### config.mk
export PLATFORM = sky130hd
export DESIGN_NAME = synth_voice_sequencer
export DESIGN_NICKNAME = d
export VERILOG_FILES = /design/src/rtl/synth_pkg.sv /design/src/rtl/synth_mix_sat.sv /design/src/rtl/synth_voice_sequencer.sv
export SDC_FILE = /design/constraint.sdc
export NUM_CORES = 1
export LEC_CHECK = 0
export CAP_MARGIN = 20
export CORE_ASPECT_RATIO = 1.75
export CORE_MARGIN = 2
export CORE_UTILIZATION = 52
export CTS_BUF_LIST = sky130_fd_sc_hd__clkbuf_16
export DETAILED_ROUTE_END_ITERATION = 10
export GPL_TIMING_DRIVEN = 0
export MAX_ROUTING_LAYER = met4
export PLACE_DENSITY = 0.66
export SYNTH_ARGS = -nofsm -noshare
export SYNTH_HDL_FRONTEND = slang
export SYNTH_SLANG_ARGS = --single-unit
export TNS_END_PERCENT = 5
### constraint.sdc
create_clock -name clk -period 4.5 [get_ports clk]
set_clock_uncertainty 0.15 [all_clocks]
set_input_delay 0.9 -clock clk [delete_from_list [all_inputs] [get_ports clk]]
set_output_delay 0.9 -clock clk [all_outputs]
set_load 0.005 [all_outputs]
### src/rtl/synth_pkg.sv
// Shared widths, default envelope values, register field map and scheduler states.
// Used by the voice sequencer top and its mix/saturate accumulator.
package synth_pkg;

  localparam int BITDEPTH  = 14;
  localparam int ACC_GUARD = 4;

  localparam logic [7:0] DEF_ATTACK = 8'hf0;
  localparam logic [7:0] DEF_DECAY  = 8'h40;

  localparam int CFG_BIT  = 31;
  localparam int TUNE_LSB = 24;
  localparam int ATK_LSB  = 16;
  localparam int DEC_LSB  = 8;
  localparam int NOTE_LSB = 1;
  localparam int GATE_BIT = 0;

  typedef enum logic [1:0] {
    ST_IDLE = 2'd0,
    ST_LOAD = 2'd1,
    ST_WAIT = 2'd2,
    ST_OUT  = 2'd3
  } seq_state_t;

  typedef struct packed {
    logic [6:0] tuning;
    logic [7:0] attack;
    logic [7:0] decay;
    logic [6:0] note;
    logic       gate;
  } voice_t;

  // Unconfigured slots run on default envelope and no detune; note/gate always pass through.
  function automatic voice_t slot_to_voice(input logic [31:0] w,
                                           input logic [7:0]  def_att,
                                           input logic [7:0]  def_dec);
    voice_t v;
    v.note = w[NOTE_LSB +: 7];
    v.gate = w[GATE_BIT];
    if (w[CFG_BIT]) begin
      v.tuning = w[TUNE_LSB +: 7];
      v.attack = w[ATK_LSB +: 8];
      v.decay  = w[DEC_LSB +: 8];
    end else begin
      v.tuning = '0;
      v.attack = def_att;
      v.decay  = def_dec;
    end
    return v;
  endfunction

endpackage

### src/rtl/synth_mix_sat.sv
// Frame mix accumulator: adds sign-extended voice samples, then shifts and saturates.
// o_mix_nxt already includes the sample being added this cycle, so the caller can register it directly.
module synth_mix_sat #(
  parameter int BITDEPTH  = synth_pkg::BITDEPTH,
  parameter int MIX_SHIFT = 2
) (
  input  logic                clk,
  input  logic                rst,
  input  logic                i_clr,
  input  logic                i_add,
  input  logic [BITDEPTH-1:0] i_sample,
  output logic [BITDEPTH-1:0] o_mix_nxt
);
  import synth_pkg::*;

  localparam int AW = BITDEPTH + ACC_GUARD;
  localparam logic signed [AW-1:0] SAT_MAX = AW'((1 << (BITDEPTH - 1)) - 1);
  localparam logic signed [AW-1:0] SAT_MIN = ~SAT_MAX;

  logic signed [AW-1:0] r_acc;
  logic signed [AW-1:0] w_sext;
  logic signed [AW-1:0] w_sum;
  logic signed [AW-1:0] w_shift;

  assign w_sext  = i_add ? {{ACC_GUARD{i_sample[BITDEPTH-1]}}, i_sample} : '0;
  assign w_sum   = r_acc + w_sext;
  assign w_shift = w_sum >>> MIX_SHIFT;

  always_comb begin
    o_mix_nxt = w_shift[BITDEPTH-1:0];
    if (w_shift > SAT_MAX) begin
      o_mix_nxt = SAT_MAX[BITDEPTH-1:0];
    end else if (w_shift < SAT_MIN) begin
      o_mix_nxt = SAT_MIN[BITDEPTH-1:0];
    end
  end

  always_ff @(posedge clk or negedge rst) begin
    if (!rst) begin
      r_acc <= '0;
    end else if (i_clr) begin
      r_acc <= '0;
    end else if (i_add) begin
      r_acc <= w_sum;
    end
  end

endmodule

### src/rtl/synth_voice_sequencer.sv
// Voice slot registers plus a per-tick scheduler over one shared voice datapath; mix_valid one cycle after the last v_done.
// SYNTH_SEQ_TIMEOUT_EN adds a 255-cycle WAIT watchdog whose sticky flag reads back on data_out[31] at addr 0.
module synth_voice_sequencer #(
  parameter int         NUM_VOICES = 16,
  parameter int         BITDEPTH   = synth_pkg::BITDEPTH,
  parameter int         MIX_SHIFT  = 2,
  parameter logic [7:0] DEF_ATTACK = synth_pkg::DEF_ATTACK,
  parameter logic [7:0] DEF_DECAY  = synth_pkg::DEF_DECAY
) (
  input  logic                clk,
  input  logic                rst,
  input  logic [3:0]          addr,
  input  logic [31:0]         data_in,
  output logic [31:0]         data_out,
  input  logic                wen,
  input  logic                ren,
  output logic                ready,
  input  logic                sample_tick,
  output logic                v_start,
  output logic [3:0]          v_index,
  output logic [6:0]          v_tuning,
  output logic [7:0]          v_attack,
  output logic [7:0]          v_decay,
  output logic [6:0]          v_note,
  output logic                v_gate,
  input  logic                v_done,
  input  logic [BITDEPTH-1:0] v_sample,
  output logic [BITDEPTH-1:0] mix_out,
  output logic                mix_valid,
  output logic                overrun
);
  import synth_pkg::*;

  seq_state_t          r_state;
  seq_state_t          w_state_nxt;
  logic [31:0]         r_slot [16];
  logic [3:0]          r_idx;
  logic [3:0]          r_v_index;
  voice_t              r_voice;
  logic                r_v_start;
  logic                r_mix_valid;
  logic [BITDEPTH-1:0] r_mix_out;
  logic [BITDEPTH-1:0] w_mix_nxt;
  logic                r_ready_q;
  logic [31:0]         r_data_out;
  logic [31:0]         w_rd_dat;
  logic                w_addr_ok;
  logic                w_last;
  logic                w_slot_done;
  logic                w_acc_clr;
  logic                w_acc_add;

  assign w_addr_ok = ({28'd0, addr} < 32'(NUM_VOICES));
  assign w_last    = (r_idx == 4'(NUM_VOICES - 1));

`ifdef SYNTH_SEQ_TIMEOUT_EN
  logic [7:0] r_wdog;
  logic       r_timeout_flag;
  logic       w_timeout;

  // Counter value k means k cycles have elapsed since v_start.
  assign w_timeout   = (r_state == ST_WAIT) && !v_done && (r_wdog == 8'hff);
  assign w_slot_done = v_done | w_timeout;

  always_ff @(posedge clk or negedge rst) begin
    if (!rst) begin
      r_wdog         <= '0;
      r_timeout_flag <= 1'b0;
    end else begin
      if (r_state == ST_LOAD) begin
        r_wdog <= '0;
      end else if (r_state == ST_WAIT) begin
        r_wdog <= r_wdog + 8'd1;
      end
      if (w_timeout) begin
        r_timeout_flag <= 1'b1;
      end
    end
  end
`else
  assign w_slot_done = v_done;
`endif

  always_comb begin
    w_rd_dat = '0;
    if (w_addr_ok) begin
      w_rd_dat = r_slot[addr];
    end
`ifdef SYNTH_SEQ_TIMEOUT_EN
    if (addr == 4'd0) begin
      w_rd_dat[CFG_BIT] = r_timeout_flag;
    end
`endif
  end

  always_ff @(posedge clk or negedge rst) begin
    if (!rst) begin
      for (int i = 0; i < 16; i++) begin
        r_slot[i] <= '0;
      end
      r_ready_q  <= 1'b0;
      r_data_out <= '0;
    end else begin
      r_ready_q <= wen | ren;
      if (wen && w_addr_ok) begin
        r_slot[addr] <= data_in;
      end
      if (ren) begin
        r_data_out <= w_rd_dat;
      end
    end
  end

  assign ready    = r_ready_q & (wen | ren);
  assign data_out = r_data_out;

  always_ff @(posedge clk or negedge rst) begin
    if (!rst) begin
      r_state <= ST_IDLE;
    end else begin
      r_state <= w_state_nxt;
    end
  end

  always_comb begin
    w_state_nxt = r_state;
    w_acc_clr   = 1'b0;
    w_acc_add   = 1'b0;
    overrun     = 1'b0;
    case (r_state)
      ST_IDLE: begin
        if (sample_tick) begin
          w_state_nxt = ST_LOAD;
          w_acc_clr   = 1'b1;
        end
      end
      ST_LOAD: w_state_nxt = ST_WAIT;
      ST_WAIT: begin
        w_acc_add = v_done;
        if (w_slot_done) begin
          w_state_nxt = w_last ? ST_OUT : ST_LOAD;
        end
      end
      ST_OUT:  w_state_nxt = ST_IDLE;
      default: w_state_nxt = ST_IDLE;
    endcase
    if (sample_tick && (r_state != ST_IDLE)) begin
      overrun = 1'b1;
    end
  end

  // mix_out is captured on the final handshake so it is already valid during OUT.
  always_ff @(posedge clk or negedge rst) begin
    if (!rst) begin
      r_idx       <= '0;
      r_v_index   <= '0;
      r_voice     <= '0;
      r_v_start   <= 1'b0;
      r_mix_out   <= '0;
      r_mix_valid <= 1'b0;
    end else begin
      r_v_start   <= 1'b0;
      r_mix_valid <= 1'b0;
      case (r_state)
        ST_IDLE: begin
          if (sample_tick) begin
            r_idx <= '0;
          end
        end
        ST_LOAD: begin
          r_voice   <= slot_to_voice(r_slot[r_idx], DEF_ATTACK, DEF_DECAY);
          r_v_index <= r_idx;
          r_v_start <= 1'b1;
        end
        ST_WAIT: begin
          if (w_slot_done) begin
            if (w_last) begin
              r_mix_out   <= w_mix_nxt;
              r_mix_valid <= 1'b1;
            end else begin
              r_idx <= r_idx + 4'd1;
            end
          end
        end
        default: ;
      endcase
    end
  end

  synth_mix_sat #(
    .BITDEPTH  (BITDEPTH),
    .MIX_SHIFT (MIX_SHIFT)
  ) u_mix (
    .clk       (clk),
    .rst       (rst),
    .i_clr     (w_acc_clr),
    .i_add     (w_acc_add),
    .i_sample  (v_sample),
    .o_mix_nxt (w_mix_nxt)
  );

  assign v_start   = r_v_start;
  assign v_index   = r_v_index;
  assign v_tuning  = r_voice.tuning;
  assign v_attack  = r_voice.attack;
  assign v_decay   = r_voice.decay;
  assign v_note    = r_voice.note;
  assign v_gate    = r_voice.gate;
  assign mix_out   = r_mix_out;
  assign mix_valid = r_mix_valid;

endmodule

# Word level (Yosys, flattened, before mapping)

Index checks and enable logic that the tools add are counted.

Word-level logic and storage cells: 88
Output and inout bits: 85
Input bits: 56
Bits in registers: 620

Order comparisons: 5
Equal/unequal tests: 7
Bitwise logic cells: 4
Multiplexer cells: 31
Add/sub/neg operators: 2
Reductions and logical operators: 9

Operators with widths:

| operator                                                                          | number |
|---|---|
| 512-bit bitwise mux                                                               | 1 |
| 32-bit binary-select mux with 4-bit select                                        | 2 |
| 32-bit 2-to-1 mux                                                                 | 5 |
| 32-bit demux with 4-bit select                                                    | 1 |
| 18-bit 2-to-1 mux                                                                 | 3 |
| 14-bit 2-to-1 mux                                                                 | 2 |
| 23-bit 2-to-1 mux                                                                 | 1 |
| 18-bit adder                                                                      | 1 |
| 16-bit by 14-bit greater-than comparator with 1-bit output, second input constant | 1 |
| 16-bit by 14-bit < comparator with 1-bit output, second input constant            | 1 |
| 4-bit 2-to-1 mux                                                                  | 3 |
| 5-bit >= comparator, second input constant                                        | 2 |
| 4-bit NOT with 5-bit output                                                       | 2 |
| 1-bit 2-to-1 mux                                                                  | 8 |
| 2-bit one-hot mux with 4 select lines                                             | 1 |
| 4-bit one-hot mux with 2 select lines                                             | 1 |
| 2-bit 2-to-1 mux                                                                  | 3 |
| 2-bit inequality test, second input constant                                      | 3 |
| 2-bit nonzero test                                                                | 3 |
| 5-bit by 1-bit < comparator with 1-bit output, second input constant              | 1 |
| 4-bit by 1-bit adder with 4-bit output, second input constant                     | 1 |
| 2-bit == test, second input constant                                              | 2 |
| 4-bit == test, second input constant                                              | 1 |
| 4-bit AND reduction                                                               | 1 |
| other kinds (7)                                                                   | 8 |

# Longest topological paths before layout

Gate-level depths: netlist of run 1.

Depth after elaboration: 7
Gate-level depth with buffers: 17
Gate-level depth less buffers: 13

# By module

A second synthesis of run 1 with hierarchy kept.

Cell total of the unflattened synthesis: 2164
Area, all modules: 32178.4 µm²

By module, submodules not included:

| module                | instances | seq. area each (µm²) | cells each | area each (µm²) |
|---|---|---|---|---|
| synth_voice_sequencer | 1         | 15064.4              | 1936       | 30301.6 |
| synth_mix_sat         | 1         | 450.4                | 228        | 1876.8 |

# Worst setup path before layout of run 1

No wires, ideal clock.

Kind: input -> register
Start point: input port v_done
End point: register r_mix_out[0], in the netlist mix_out[0]
Setup slack: 0.727 ns
Stages: 14
Path buffers: 3
Arrival time: 3.496 ns
Data required time: 4.223 ns
Setup time: 0.127 ns
Path through: and2_1 -> clkbuf_1 -> clkbuf_1 -> nand2_1 -> fa_1 -> nor2b_1 -> o211ai_1 -> a31o_2 -> o21ai_1 -> xnor2_1 -> nor2_1 -> nor3_1 -> buf_2 -> nor3_1

Cells in the longest elaborated chain, start to end: 6
Elaborated cells between the ends (all ways): 8
Classes of those cells: add/sub: 1; order compare: 2; mux: 4; reduce/logical: 1

RTL lines:

| item                                            | line                         | text |
|---|---|---|
| from (decl)                                     | synth_voice_sequencer.sv:26  | `input logic v_done,` |
| 1-bit 2-to-1 mux                                | synth_voice_sequencer.sv:130 | `case (r_state)` |
| 18-bit 2-to-1 mux                               | synth_mix_sat.sv:25          | `assign w_sext = i_add ? {{ACC_GUARD{i_sample[BITDEPTH-1]}}, i_sample} : '0;` |
| 18-bit adder                                    | synth_mix_sat.sv:26          | `assign w_sum = r_acc + w_sext;` |
| 16-bit by 14-bit < comparator with 1-bit output | synth_mix_sat.sv:33          | `end else if (w_shift < SAT_MIN) begin` |
| 14-bit 2-to-1 mux                               | synth_mix_sat.sv:33          |  |
| 14-bit 2-to-1 mux                               | synth_mix_sat.sv:31          | `if (w_shift > SAT_MAX) begin` |
| to (signal assigned)                            | synth_voice_sequencer.sv:178 | `r_mix_out <= w_mix_nxt;` |
| to (decl)                                       | synth_voice_sequencer.sv:42  | `logic [BITDEPTH-1:0] r_mix_out;` |

Several ways; a longest one is shown, not always the timed one.
A chain may end at the register's enable or synchronous reset.

# Worst setup path in the final report of run 1

Start point: input port v_done
End point: register r_mix_out[2], in the netlist mix_out[2]

Same word-level chain as after synthesis.

==> reports/results.txt, run 1 <==
FF+latch count, synth - 620
Clock slew at reported path FFs - 70 ps
CTS Buf Count - 59
Mapped Area - 32,000 um2
Total routed wirelength - 100,000 um
Status - finished, final reports clean
Pre-antenna DRT Iters - 7
Layout Nets - 2,400
Vert. Die Dim - 332 um
M2 GR Usage - 54.2%
Fin worst setup slack - 250 ps
Area grow syn2layout - 14.2%
Sequential area share after synthesis - 48.5%
Die W - 191 um
CTS Buffer Depth - 3
Largest net degree at the start of global routing - 128
Share of the synthesized area in the top cell type - 48.5%
Syn Nets - 2,180
Crit path from - v_done
Register area - 15,500 um2
Final HPWL DP - 70,300 um
# clock sinks - 620
GRT busiest layer - met2
Worst Setup End Kind - flop
Postcts setup bufs - 0
Cells after Synth - 2,105
WL/cell - 31.7 um
Unrepaired setup endpoints after global routing - false
Clock Tree Root - clkbuf_16
Syn. warnings - 0
Initial DRC Count - 1,425
PwrDens - 520 nW/um2
Global-route usage over all layers - 33.6%
Slew Limit Headroom - 21.0%
Final Hold Vio Count - 0
Die area - 63,500 um2
Internal reg-to-reg setup slack - 460 ps
Synth Flop Type - dfrtp_1
Net Sw Frac - 31.6%
Grt ovf - 0
Reg-to-reg endpoint - mix_out[2]$_DFFE_PN0P_
Clk network pwr share - 25.0%
Multiplexer share of the synthesized area - 40.8%
Area of the multi-input gates - 15,500 um2
F_max - 235 MHz
Final Slew Violations - 0
Seq pwr share - 41.6%
Period utilisation layout - 94.5%
Global-route wire length before repair - 149,000 um
Critical path class - in2reg
Synthesized-area fraction occupied by adder cells - 0.767%
Crit path time final - 4250 ps
Remaining antenna violation count - 0
Number of enable flip-flop cells after synthesis - 0
Compound-Gate Fraction of Synth Area - 3.32%
IO Port Bufs - 137
Initial Util - 52.4%
CTS H-tree lvls - 2
Routing usage on met3 - 5.23%
Main combinational cell family by area after synthesis - multiplexers
Worst skew pair latency - 660 ps
Synth top area cells - dfrtp_1, mux4_2, mux2_2
Max rail drop VDD - 0.402 mV
Most common cell after layout, fill and taps aside - dfrtp_1
Worst reg2reg path startpoint - r_state[1]$_DFFE_PN0P_
Comb pwr share - 33.4%
Area leader, netlist - dfrtp_1
Vias per cell - 6.57
Switching power - 5.99 mW
Slew @ Worst Pin - 1190 ps
Worst endpoint required time - 4860 ps
Synth Area per Inst - 15.2 um2
Startpoint types - input pin
Via count - 20,800
CP endpoint - mix_out[2]$_DFFE_PN0P_
CP max FO - 10
Simple-gate share of the synthesized area - 3.25%
DR DRC count - 0
Depth of the most critical reg-to-reg path - 16
Internal - 13.0 mW
Hold buffers post-CTS - 0
Most used cells in the layout excluding fill and tap cells - dfrtp_1, mux2_2, mux4_2
Distinct cells, synth - 61
Vias in the first global route - 22,400
Num rows - 120
Initial antenna violation count - 3
Final core utilization - 59.8%
Place WS - -777 ps
Hold Path Class - in2async
I/O Pins - 141
Arrival @ worst endpoint - 4610 ps
Leakage power - 15.1 nW
Final Setup Violations - 0
Placeable Area - 61,000 um2
Max cap viols - 0
Final RePlAce weighted congestion - 0.904
Share of layout cells above drive strength 1 - 42.4%
Ys async rst share - 100%
CTS tree - yes
GR Util met1 - 39.6%
Fillers - 4,801
Synth Area in XOR/XNOR - 0.466%
-- routing by layer --
layer / up-vias / share of wire, %
li1: 8477 / -
met4: 0 / 7.2
met1: 11100 / 36
met5: - / 0
met3: 319 / 6.2
met2: 936 / 51
-- area by class of cell --
class	count	area share, %
diodes	3	0.0206
inverters	11	0.120
clock buffers	61	4.18
multi-input cells	1286	42.6
plain buffers	188	2.41
clock inverters	42	0.610
repair buffers	159	4.85
well taps	793	2.72
flip-flops and latches	620	42.5
-- worst min path at each step --
| stage | from | endpoint | depth (start not counted) |
|---|---|---|---|
| 4_1_cts | rst | u_mix.r_acc[15]$_DFFE_PN0P_ | 1 |
| 5_1_grt | rst | u_mix.r_acc[15]$_DFFE_PN0P_ | 1 |
| 3_3_place_gp | v_decay[4]$_DFFE_PN0P_ | v_decay[4]$_DFFE_PN0P_ | 1 |
| 3_5_place_dp | v_attack[6]$_DFFE_PN0P_ | v_attack[6]$_DFFE_PN0P_ | 2 |
| 6_report | rst | u_mix.r_acc[15]$_DFFE_PN0P_ | 1 |
| 2_1_floorplan | u_mix.r_acc[14]$_DFFE_PN0P_ | u_mix.r_acc[14]$_DFFE_PN0P_ | 2 |
-- cells by family after synthesis --
group | after synthesis
DFF | 620
AOI/OAI and AO/OA | 154
buffers and inverters | 199
xor gates and xnor gates | 17
adders and majority gates | 19
muxes | 876
and+or+nand+nor | 220
-- power groups by stage --
stage / sequential (mW) / combinational [mW] / clock, mW
floorplan: 7.66 / 4.17 / 0
global placement: 7.86 / 6.15 / 0
detailed placement: 7.97 / 6.33 / 0
CTS: 7.87 / 6.35 / 4.81
global route: 8.07 / 6.67 / 5.02
finish: 7.90 / 6.33 / 4.74
-- worst max-delay path, stage by stage --
cell             delay, ps
clkdlybuf4s50_1        620
and2_1                 170
clkbuf_1               220
clkbuf_4               300
nand2_1                110
fa_1                   420
nor2b_1                180
o211ai_1               170
a31o_2                 330
o21ai_1                240
xnor2_1                260
nor2_1                  90
nor3_1                 260
buf_4                  270
nor3_1                  80
-- stage by stage --
stage          hold WS (ps)  total power [mW]  area [um2]  std cells  TNS, ps
3_3_place_gp            312              14.0       34300       3035        -
4_1_cts                54.3              19.0       36400       3158        0
2_1_floorplan           306              11.8       32000       2105        0
6_report               51.9              19.0       36500       3163        0
5_1_grt                80.7              19.8       36500       3163        0
3_5_place_dp            317              14.3       34700       3055   -10120
-- flip-flops by register name, indices dropped and copies added, names as in the netlist --
register,flops
data_out,32
mix_out,14
mix_valid,1
r_idx,4
r_ready_q,1
r_slot,512
r_state,2
u_mix.r_acc,18
v_attack,8
v_decay,8
v_gate,1
v_index,4
v_note,7
v_start,1
v_tuning,7
-- synthesized netlist by cell type, types with 9 or more instances --
master	n
clkbuf_1	99
a221oi_1	12
ha_1	18
mux2i_1	45
a21o_1	9
mux2_2	540
buf_1	24
o21ai_0	41
xnor2_1	10
nand2_1	89
dfrtp_1	620
nor2_1	38
and3_1	14
a21oi_1	31
nor3_1	23
buf_2	52
inv_1	10
a22o_1	12
mux4_2	286
a22oi_1	12
nand3_1	11
nand2b_1	15
-- timing repair --
item	CTS	global route
endpoints found under the setup margin	10	10
resized for setup	1	4
hold endpoints to repair	0	0
(Power assumes the default switching activity.)
==> run 2, diff against run 1 <==
- CELL_PAD_IN_SITES_DETAIL_PLACEMENT: unset -> 2
- CELL_PAD_IN_SITES_GLOBAL_PLACEMENT: unset -> 2
- CORE_UTILIZATION: 52 -> 45
- GPL_ROUTABILITY_DRIVEN: unset -> 0
- PLACE_DENSITY: 0.66 -> 0.76
==> run 2 against run 1 <==
  * Cell count grew 4.4%
  * Clock power grew 5.1%
  * Core utilization shrank 7.5 points
  * Critical path depth grew 2
  * Total power grew 3.7%
  * Maximum frequency grew 2.0%
  * Hold slack gained 270 ps
  * Combinational power grew 5.7%
  * Count of clock-buffer cells in the layout grew 2
  * Flip-flop and latch count is the same
  * Largest cell class unchanged
  * Largest power group unchanged
==> reports/results.txt, run 2 (same netlist as run 1, synthesis figures left out) <==
Period utilisation layout - 92.6% (-1.9 points)
Slew Limit Headroom - 17.4% (-3.5 points)
# clock sinks - 620 (unchanged)
Startpoint types - flop
Worst hold stages - 2
Share of layout cells above drive strength 1 - 42.9% (+0.45 points)
CP cell instances - nor2b_1, buf_4, and2_1, clkbuf_1, clkbuf_4, nand2_1, inv_1, ha_1, a21oi_1, nor2_1, o21a_4, o2111a_2, a211oi_4, a21boi_4, buf_12, inv_4, a311oi_2
CTS Buf Count - 61 (+3.4%)
Crit path time final - 4170 ps (-84.8 ps)
Final Hold Vio Count - 0 (unchanged)
Grt ovf - 0 (unchanged)
Die area - 73,200 um2 (+15%)
Leakage power - 15.2 nW (+0.76%)
Total routed wirelength - 118,000 um (+18%)
Clk network pwr share - 25.3% (+0.3 points)
Max rail drop VDD - 0.348 mV (-13%)
Max stage delay on crit path - 410 ps (-210 ps)
CP max stage cell - dfrtp_1
Arrival @ worst endpoint - 4570 ps (-40 ps)
Worst skew pair latency - 660 ps (about the same)
Global-route usage over all layers - 34.3% (+0.70 points)
DP Cell Count - 3,188 (+4.4%)
WL/cell - 35.8 um (+13%)
Global-route wire length before repair - 173,000 um (+16%)
Final Setup Violations - 0 (unchanged)
Final HPWL DP - 82,800 um (+18%)
Layout Nets - 2,413 (+0.54%)
Comb pwr share - 34.0% (+0.6 points)
F_max - 240 MHz (+2.0%)
Vias in the first global route - 24,600 (+10%)
Max reg flops - 512 (unchanged)
Max cap viols - 0 (unchanged)
CTS tree - yes
Internal - 13.2 mW (+1.5%)
Vias per cell - 6.43 (-2.2%)
Placeable Area - 70,500 um2 (+16%)
IO Port Bufs - 137 (unchanged)
Clock slew at reported path FFs - 60 ps (about the same)
Place WS - -1110 ps (-336 ps)
Net Sw Frac - 33.0% (+1.4 points)
Initial antenna violation count - 2 (-1)
Initial Util - 45.3% (-7.1 points)
Seq pwr share - 40.7% (-0.9 points)
Placed cell area - 35,000 um2 (+0.90%)
DR DRC count - 0 (unchanged)
CTS H-tree lvls - 2 (unchanged)
Die W - 205 um (+7.3%)
Num rows - 129 (+7.5%)
CP max FO - 10 (unchanged)
Worst Setup End Kind - flop
Switching power - 6.49 mW (+8.3%)
Via count - 21,200 (+2.1%)
Remaining antenna violation count - 0 (unchanged)
Largest net degree at the start of global routing - 126 (-1.6%)
Most common cell after layout, fill and taps aside - dfrtp_1
Fin worst setup slack - 334 ps (+84.8 ps)
Worst endpoint required time - 4900 ps (+40 ps)
Hold Path Class - reg2reg
CTS Buffer Depth - 3 (unchanged)
Critical path class - reg2reg
Vert. Die Dim - 357 um (+7.4%)
Final cell count without fillers - 3,301 (+4.4%)
Most used cells in the layout excluding fill and tap cells - dfrtp_1, mux2_2, mux4_2
Status - finished, final reports clean
PwrDens - 533 nW/um2 (+2.5%)
Area grow syn2layout - 15.5%
Largest Register - r_slot
I/O Pins - 141 (unchanged)
Unrepaired setup endpoints after global routing - false
Slew @ Worst Pin - 1240 ps (+52.9 ps)
Final Slew Violations - 0 (unchanged)
Post-route cell area - 36,900 um2 (+1.2%)
Depth of the most critical reg-to-reg path - 17 (+1)
Initial DRC Count - 1,365 (-4.2%)
Clock Tree Root - clkbuf_16
Pre-antenna DRT Iters - 5 (-2)
## run 2: power groups by stage
stage / Sequential [mW] / Combinational, mW / Clock (mW)
after floorplan: 7.66 / 4.17 / 0
after global placement: 7.86 / 6.31 / 0
after detailed placement: 8.03 / 6.67 / 0
after CTS: 7.97 / 6.74 / 5.07
after global routing: 8.15 / 7.03 / 5.26
final: 8.00 / 6.69 / 4.98
## run 2: layer usage
metal	vias to the layer above	wire [um]	track usage, %
met1	11600	41900	37.5
met4	0	8330	20.0
met3	357	4890	4.17
met2	745	62900	59.7
li1	8501	-	-
met5	-	0	-
## run 2: timing repair
item	4_1_cts	5_1_grt
endpoints found under the hold margin	27	0
resized for setup	3	2
endpoints found under the setup margin	13	10
hold buffers	1	0
setup buffers	1	0
## run 2: metrics by stage
step | setup TNS, ps | power, mW | hold WS, ps | util, %
2_1_floorplan | 0 | 11.8 | 306 | -
3_3_place_gp | - | 14.2 | 311 | 48.9
3_5_place_dp | -18360 | 14.7 | 318 | 49.6
4_1_cts | 0 | 19.8 | 333 | 52.3
5_1_grt | 0 | 20.4 | 358 | 52.3
6_report | 0 | 19.7 | 326 | 52.3
## run 2: area by class of cell
cell class                 instances  area, um2
clock buffer                      63       1580
buffer                           188        881
sequential                       620      15500
inverter                          11       43.8
multi-input combinational       1286      15500
clock inverter                    44        264
antenna                            2       5.00
fill                            6399      33600
timing repair buffer             170       1950
tap                              917       1150
## run 2: final timing paths
kind                                    startpoint                 endpoint  slack [ps]
setup reg to reg            r_state[0]$_DFFE_PN0P_   mix_out[5]$_DFFE_PN0P_         330
hold / removal             v_tuning[1]$_DFFE_PN0P_  v_tuning[1]$_DFFE_PN0P_         330
max in group asynchronous                      rst  r_slot[138]$_DFFE_PN0P_        1070
setup / recovery            r_state[0]$_DFFE_PN0P_   mix_out[5]$_DFFE_PN0P_         330
hold reg to reg            v_tuning[1]$_DFFE_PN0P_  v_tuning[1]$_DFFE_PN0P_         330
min in group asynchronous                      rst  r_slot[186]$_DFFE_PN0P_         560
## run 2: critical path: cells and delay by family, from the launching register on
| family | cells | cell delay [ps] |
|---|---|---|
| adder cells (fa/ha/maj) | 1 | 220 |
| AO/OA/AOI/OAI | 6 | 1700 |
| AND/OR/NAND/NOR | 4 | 510 |
| flip-flops | 1 | 410 |
| buffers and inverters | 6 | 1060 |
